`config.mk`:
```
export PLATFORM = sky130hd
export DESIGN_NAME = alu_srcb_stage
export DESIGN_NICKNAME = d
export VERILOG_FILES = /design/src/rtl/alu_srcb_stage.sv
export SDC_FILE = /design/constraint.sdc
export NUM_CORES = 1
export LEC_CHECK = 0
export BUFFER_PORTS_ARGS = -buffer_cell sky130_fd_sc_hd__buf_4
export CAP_MARGIN = 20
export CORE_MARGIN = 1
export CORE_UTILIZATION = 38
export DETAILED_ROUTE_END_ITERATION = 10
export HOLD_SLACK_MARGIN = 0.02
export PLACE_DENSITY = 0.64
export SYNTH_ARGS = -nofsm -noshare
export SYNTH_HDL_FRONTEND = slang
export SYNTH_SLANG_ARGS = --single-unit
```
`constraint.sdc`:
```
create_clock -name clk -period 8.2 [get_ports clk]
set_clock_uncertainty 0.05 [all_clocks]
set_input_delay 1.64 -clock clk [delete_from_list [all_inputs] [get_ports clk]]
set_output_delay 1.64 -clock clk [all_outputs]
set_load 0.005 [all_outputs]
```
`src/rtl/alu_srcb_stage.sv`:
```
//-----------------------------------------------------------------------------
// alu_srcb_stage
//
// Selects the ALU operand-B source from a 3-bit selector code and queues the
// resulting operand in a small FIFO towards the execute stage. Every pushed
// operand appears at data_out exactly one cycle later (no bypass path from
// the inputs to data_out). The queue is a plain register array with
// wrap-around read/write pointers; the control outputs in_ready, out_valid
// and count are all registered.
//
// Parameters
//   WIDTH  datapath width (18 or more)
//   INC    constant produced by selector code 001, truncated to WIDTH
//   DEPTH  number of buffer entries (power of two, 2 or more)
//
// Ports
//   clk        in   rising-edge clock, sole clock domain
//   reset      in   synchronous active-high reset
//   seletor    in   operand-B source select, sampled on push
//   B_out      in   register B value
//   imm16      in   instruction immediate field
//   in_valid   in   upstream offers an operand request
//   in_ready   out  request accepted this cycle (buffer not full)
//   flush      in   discard all buffered operands
//   data_out   out  oldest buffered operand
//   out_valid  out  data_out holds a valid operand
//   out_ready  in   consumer takes data_out this cycle
//   count      out  current buffer occupancy
//   sel_err    out  sticky flag: an illegal selector code was pushed
//-----------------------------------------------------------------------------
module alu_srcb_stage #(
   parameter int WIDTH = 32,
   parameter int INC   = 4,
   parameter int DEPTH = 2
) (
   input  logic                     clk,
   input  logic                     reset,
   input  logic [2:0]               seletor,
   input  logic [WIDTH-1:0]         B_out,
   input  logic [15:0]              imm16,
   input  logic                     in_valid,
   output logic                     in_ready,
   input  logic                     flush,
   output logic [WIDTH-1:0]         data_out,
   output logic                     out_valid,
   input  logic                     out_ready,
   output logic [$clog2(DEPTH):0]   count,
   output logic                     sel_err
);

   localparam int AW = $clog2(DEPTH);
   localparam int CW = AW + 1;

   localparam logic [WIDTH-1:0] INC_W   = WIDTH'(INC);
   localparam logic [CW-1:0]    DEPTH_C = CW'(DEPTH);
   localparam logic [CW-1:0]    CNT_ONE = CW'(1);
   localparam logic [AW-1:0]    PTR_ONE = AW'(1);

   //--------------------------------------------------------------------------
   // Operand decode helpers
   //--------------------------------------------------------------------------

   // Codes 101..111 are not assigned to any operand source.
   function automatic logic is_illegal_sel(input logic [2:0] sel);
      logic illegal;
      case (sel)
         3'b101, 3'b110, 3'b111: illegal = 1'b1;
         default:                illegal = 1'b0;
      endcase
      return illegal;
   endfunction

   // Builds the operand for one selector code. The shifted immediate is the
   // branch-offset form: sign-extend first, then shift, so bits pushed past
   // WIDTH are simply lost.
   function automatic logic [WIDTH-1:0] decode_operand(
      input logic [2:0]       sel,
      input logic [WIDTH-1:0] reg_b,
      input logic [15:0]      imm
   );
      logic [WIDTH-1:0] imm_sext;
      logic [WIDTH-1:0] imm_zext;
      logic [WIDTH-1:0] operand;
      imm_sext = {{(WIDTH-16){imm[15]}}, imm};
      imm_zext = {{(WIDTH-16){1'b0}}, imm};
      case (sel)
         3'b000:  operand = reg_b;
         3'b001:  operand = INC_W;
         3'b010:  operand = imm_sext;
         3'b011:  operand = imm_sext << 2;
         3'b100:  operand = imm_zext;
         default: operand = {WIDTH{1'b0}};
      endcase
      return operand;
   endfunction

   //--------------------------------------------------------------------------
   // State
   //--------------------------------------------------------------------------
   logic [WIDTH-1:0] mem_q [DEPTH];
   logic [AW-1:0]    wr_ptr_q, wr_ptr_d;
   logic [AW-1:0]    rd_ptr_q, rd_ptr_d;
   logic [CW-1:0]    count_q, count_d;
   logic             in_ready_q, in_ready_d;
   logic             out_valid_q, out_valid_d;
   logic             sel_err_q, sel_err_d;

   logic             push_s;
   logic             pop_s;
   logic [WIDTH-1:0] operand_s;
   logic             illegal_s;

   //--------------------------------------------------------------------------
   // Handshake qualification and operand decode
   //--------------------------------------------------------------------------

   // Flush kills both handshakes; in_ready/out_valid are the registered flags,
   // so neither side sees a combinational path from the other.
   always_comb begin
      push_s    = in_valid & in_ready_q & ~flush;
      pop_s     = out_valid_q & out_ready & ~flush;
      operand_s = decode_operand(seletor, B_out, imm16);
      illegal_s = is_illegal_sel(seletor);
   end

   //--------------------------------------------------------------------------
   // Next-state logic for pointers, occupancy, flags
   //--------------------------------------------------------------------------

   // Pointers wrap naturally because DEPTH is a power of two. Flush wins over
   // push and pop; the error flag is not touched by flush.
   always_comb begin
      wr_ptr_d  = wr_ptr_q;
      rd_ptr_d  = rd_ptr_q;
      count_d   = count_q;
      sel_err_d = sel_err_q | (push_s & illegal_s);

      if (flush) begin
         wr_ptr_d = {AW{1'b0}};
         rd_ptr_d = {AW{1'b0}};
         count_d  = {CW{1'b0}};
      end else begin
         if (push_s) begin
            wr_ptr_d = wr_ptr_q + PTR_ONE;
         end else begin
            wr_ptr_d = wr_ptr_q;
         end

         if (pop_s) begin
            rd_ptr_d = rd_ptr_q + PTR_ONE;
         end else begin
            rd_ptr_d = rd_ptr_q;
         end

         // Simultaneous push and pop leaves occupancy unchanged.
         case ({push_s, pop_s})
            2'b10:   count_d = count_q + CNT_ONE;
            2'b01:   count_d = count_q - CNT_ONE;
            2'b11:   count_d = count_q;
            2'b00:   count_d = count_q;
            default: count_d = count_q;
         endcase
      end

      // Flags are precomputed from the next occupancy so they leave a flop.
      in_ready_d  = (count_d < DEPTH_C);
      out_valid_d = (count_d != {CW{1'b0}});
   end

   //--------------------------------------------------------------------------
   // Registers
   //--------------------------------------------------------------------------

   // Control state register; reset overrides flush, push and pop.
   always_ff @(posedge clk) begin
      if (reset) begin
         wr_ptr_q    <= {AW{1'b0}};
         rd_ptr_q    <= {AW{1'b0}};
         count_q     <= {CW{1'b0}};
         in_ready_q  <= 1'b1;
         out_valid_q <= 1'b0;
         sel_err_q   <= 1'b0;
      end else begin
         wr_ptr_q    <= wr_ptr_d;
         rd_ptr_q    <= rd_ptr_d;
         count_q     <= count_d;
         in_ready_q  <= in_ready_d;
         out_valid_q <= out_valid_d;
         sel_err_q   <= sel_err_d;
      end
   end

   // Operand storage; contents survive reset, stale entries are unreachable
   // because the pointers and occupancy are cleared.
   always_ff @(posedge clk) begin
      if (push_s && !reset) begin
         mem_q[wr_ptr_q] <= operand_s;
      end
   end

   //--------------------------------------------------------------------------
   // Outputs
   //--------------------------------------------------------------------------
   assign data_out  = mem_q[rd_ptr_q];
   assign in_ready  = in_ready_q;
   assign out_valid = out_valid_q;
   assign count     = count_q;
   assign sel_err   = sel_err_q;

endmodule

```
==> impl_metrics.py <==
metrics = {
    "place": {
        "placed_area_um2": 4110,
        "port_buffers": 92,
        "dp_hpwl_mm": 4.88,
        "dp_slack_ps": 4900,
        "place.gp.congestion": 0.790,
    },
    "detailed_routing": {
        "drt-total-wl_mm": 7.25,
        "num_vias": 2252,
        "vias_per_cell": 5.10,
        "detail-route-antenna-nets": 0,
        "drc": 0,
        "wire_per_inst_um": 16.4,
        "initialDrtViolationCount": 123,
        "drtPass1Iterations": 4,
    },
    "cells_and_area": {
        "drive_gt1_share_pct": 42.7,
        "final_cell_mix": "buf_4, edfxtp_1, mux2_2, nand2_1, a21o_1",
        "antenna_cells": 0,
        "synthToLayoutAreaGrowth_pct": 27.8,
        "finalInstanceArea_um2": 4290,
        "nNetsFinal": 390,
        "layout_commonest_cell": "buf_4",
    },
    "yosys": {
        "ys_types": 43,
        "syn_avg_cell_area_um2": 13.8,
        "yosysSeqAreaShare_pct": 62.1,
        "synth_area_um2": 3350,
        "yosys_warnings": 0,
        "synth_nets": 300,
        "synthCells": 243,
        "synth_seq_cells": 72,
    },
    "clocking": {
        "numCtsBuffers": 9,
        "clkLatencyLatePin_ps": 320,
        "cts_tree": "built",
        "cts_hold_buf": 0,
        "h-tree-depth": 3,
        "cts.sink_count": 72,
        "post_cts_resized": 0,
        "clockBufferDepth": 2,
        "clk_pin_slew_ps": 70,
        "cts_setup_buffers": 0,
        "root_buffer": "clkbuf_8",
    },
    "setup_path": {
        "critPathKind": "flop to primary output",
        "crit_path_start_kind": "flop",
        "cp_max_fo": 20,
        "worst_ep_arrival_time_ps": 1920,
        "crit_path_top_delay_cell": "dfxtp_1",
        "r2r_cells": 4,
        "cp.required_ps": 6510,
        "end_kind": "primary output",
        "worstPathCellList": "buf_4 > mux2_2 > buf_4",
        "critPathMaxStageDelay_ps": 670,
        "cp_common_cell": "buf_4",
    },
    "outcome": {
        "outcome": "complete, no violations",
    },
    "power": {
        "worst_ir_drop_vdd_uv": 87.6,
        "switchingPower_mw": 0.162,
        "seqPwrFrac_pct": 54.7,
        "power_density_nw_per_um2": 175,
        "power_frac_clock_pct": 34.4,
        "p_sw_share_pct": 21.6,
        "power_report.internal_total_mw": 0.589,
        "power_mw": 0.751,
        "p_comb_share_pct": 11.0,
        "power.leakage_nw": 1.75,
    },
    "floorplanning": {
        "die_h_um": 95.9,
        "initial_core_util_pct": 40.0,
        "ios": 93,
        "die-area_um2": 9200,
        "row_count": 33,
        "core_area_um2": 8380,
        "die_x_um": 95.9,
    },
    "sta": {
        "finalMaxSlewViolations": 0,
        "fin_ws_ps": 4590,
        "period_share_pct": 44.0,
        "worst_slew_margin_rel_pct": 32.6,
        "hold_viol": 0,
        "tightest_slew_ps": 1010,
        "rsz0062_at_grt": "no",
        "fmax_mhz": 277,
        "layout_min_cycle_time_ps": 3610,
        "finalSetupViolCount": 0,
        "finalSetupTns_ps": 0,
    },
    "grt": {
        "overflow": 0,
        "antenna_found_initial": 0,
        "grt_start_max_net_pins": 33,
        "grt.total_usage_pct": 15.9,
        "grt_pass1_vias": 2172,
        "grt_pass1_wl_mm": 10.7,
    },
    "min_path": {
        "hold_path_class": "flop to flop",
        "holdPathStages": 2,
    },
    "run": {
        "drv_cap": 0,
    },
}
-- kinds of logic after synthesis --
logic type      share of synthesized area, %
flops                                   62.1
simple gates                            8.88
compound gates                          11.8
mux                                     12.3
buf+inv                                 3.06
xor+xnor                                1.57
fa+ha+maj                              0.373
-- per-layer routing --
metal  vias up  wire, um  GRT usage (%)  share of wire (%)
met5         -         0              0                  0
met4         0       153           7.21                2.1
met3        15       424           3.79                5.8
met2        65      3470           26.0                 48
met1      1073      3210           20.1                 44
li1       1099         -              -                  -
-- cell type report --
class / instances / area [um2]
Clock buffer: 11 / 131
Clock inverter: 4 / 46.3
Fill cell: 774 / 4100
Inverter: 2 / 7.51
Multi-Input combinational cell: 154 / 1180
Sequential cell: 72 / 2080
Tap cell: 105 / 131
Timing Repair Buffer: 94 / 706
-- sequential cells by signal, summed over array words and instances (netlist names), named ones only --
name       count
count          2
in_ready       1
mem_q         64
out_valid      1
rd_ptr_q       1
sel_err        1
wr_ptr_q       1
-- critical path, delay by kind of cell (launching register included) --
family,cells,cell delay [ps]
flip-flops,1,670
buffers and inverters,2,530
multiplexers,1,380
-- per-stage QoR --
stage | hold slack, ps | cells | utilization [%]
after floorplan | 386 | 243 | -
after global placement | 387 | 427 | 49.0
after detailed placement | 400 | 427 | 49.0
after CTS | 415 | 442 | 51.1
after global routing | 430 | 442 | 51.1
final | 414 | 442 | 51.1
-- Yosys cell counts (all sizes together) --
cell type | n | share of area, %
edfxtp | 64 | 57
mux2 | 33 | 11
nand2 | 23 | 2.6
a21o | 15 | 3.4
buf | 13 | 2.6
nor2 | 11 | 1.2
dfxtp | 8 | 4.8
a21boi | 6 | 1.3
o221ai | 6 | 1.6
a21oi | 5 | 0.75
nand2b | 5 | 0.93
a211oi | 4 | 0.90
a22o | 4 | 1.0
a2bb2oi | 4 | 1.0
mux2i | 4 | 1.2
nand3b | 4 | 0.90
o21ai | 4 | 0.60
xor2 | 4 | 1.0
nor2b | 3 | 0.56
nor3 | 3 | 0.60
nor3b | 3 | 1.2
or2 | 3 | 0.56
clkbuf | 2 | 0.22
inv | 2 | 0.22
o21a | 2 | 0.45
xnor2 | 2 | 0.52
a22oi | 1 | 0.22
and2 | 1 | 0.19
ha | 1 | 0.37
o31ai | 1 | 0.22
o32ai | 1 | 0.26
or3 | 1 | 0.19
-- power groups by stage --
| stage | registers (mW) | logic [mW] | clock network, mW |
|---|---|---|---|
| after floorplan | 0.418 | 0.0430 | 0 |
| final | 0.411 | 0.0823 | 0.258 |
| after detailed placement | 0.419 | 0.0825 | 0 |
| after global placement | 0.419 | 0.0813 | 0 |
| after global routing | 0.411 | 0.0894 | 0.278 |
| after CTS | 0.411 | 0.0828 | 0.263 |
-- path summary, 6_finish.rpt --
kind                            slack (ps)     start           end
worst max-delay path                  4590      flop  data_out[11]
worst min-delay path                   410   sel_err       sel_err
worst max register to register        6440  in_ready   mem_q[0][0]
worst min register to register         410   sel_err       sel_err
Power figures use the tool's default switching activity.
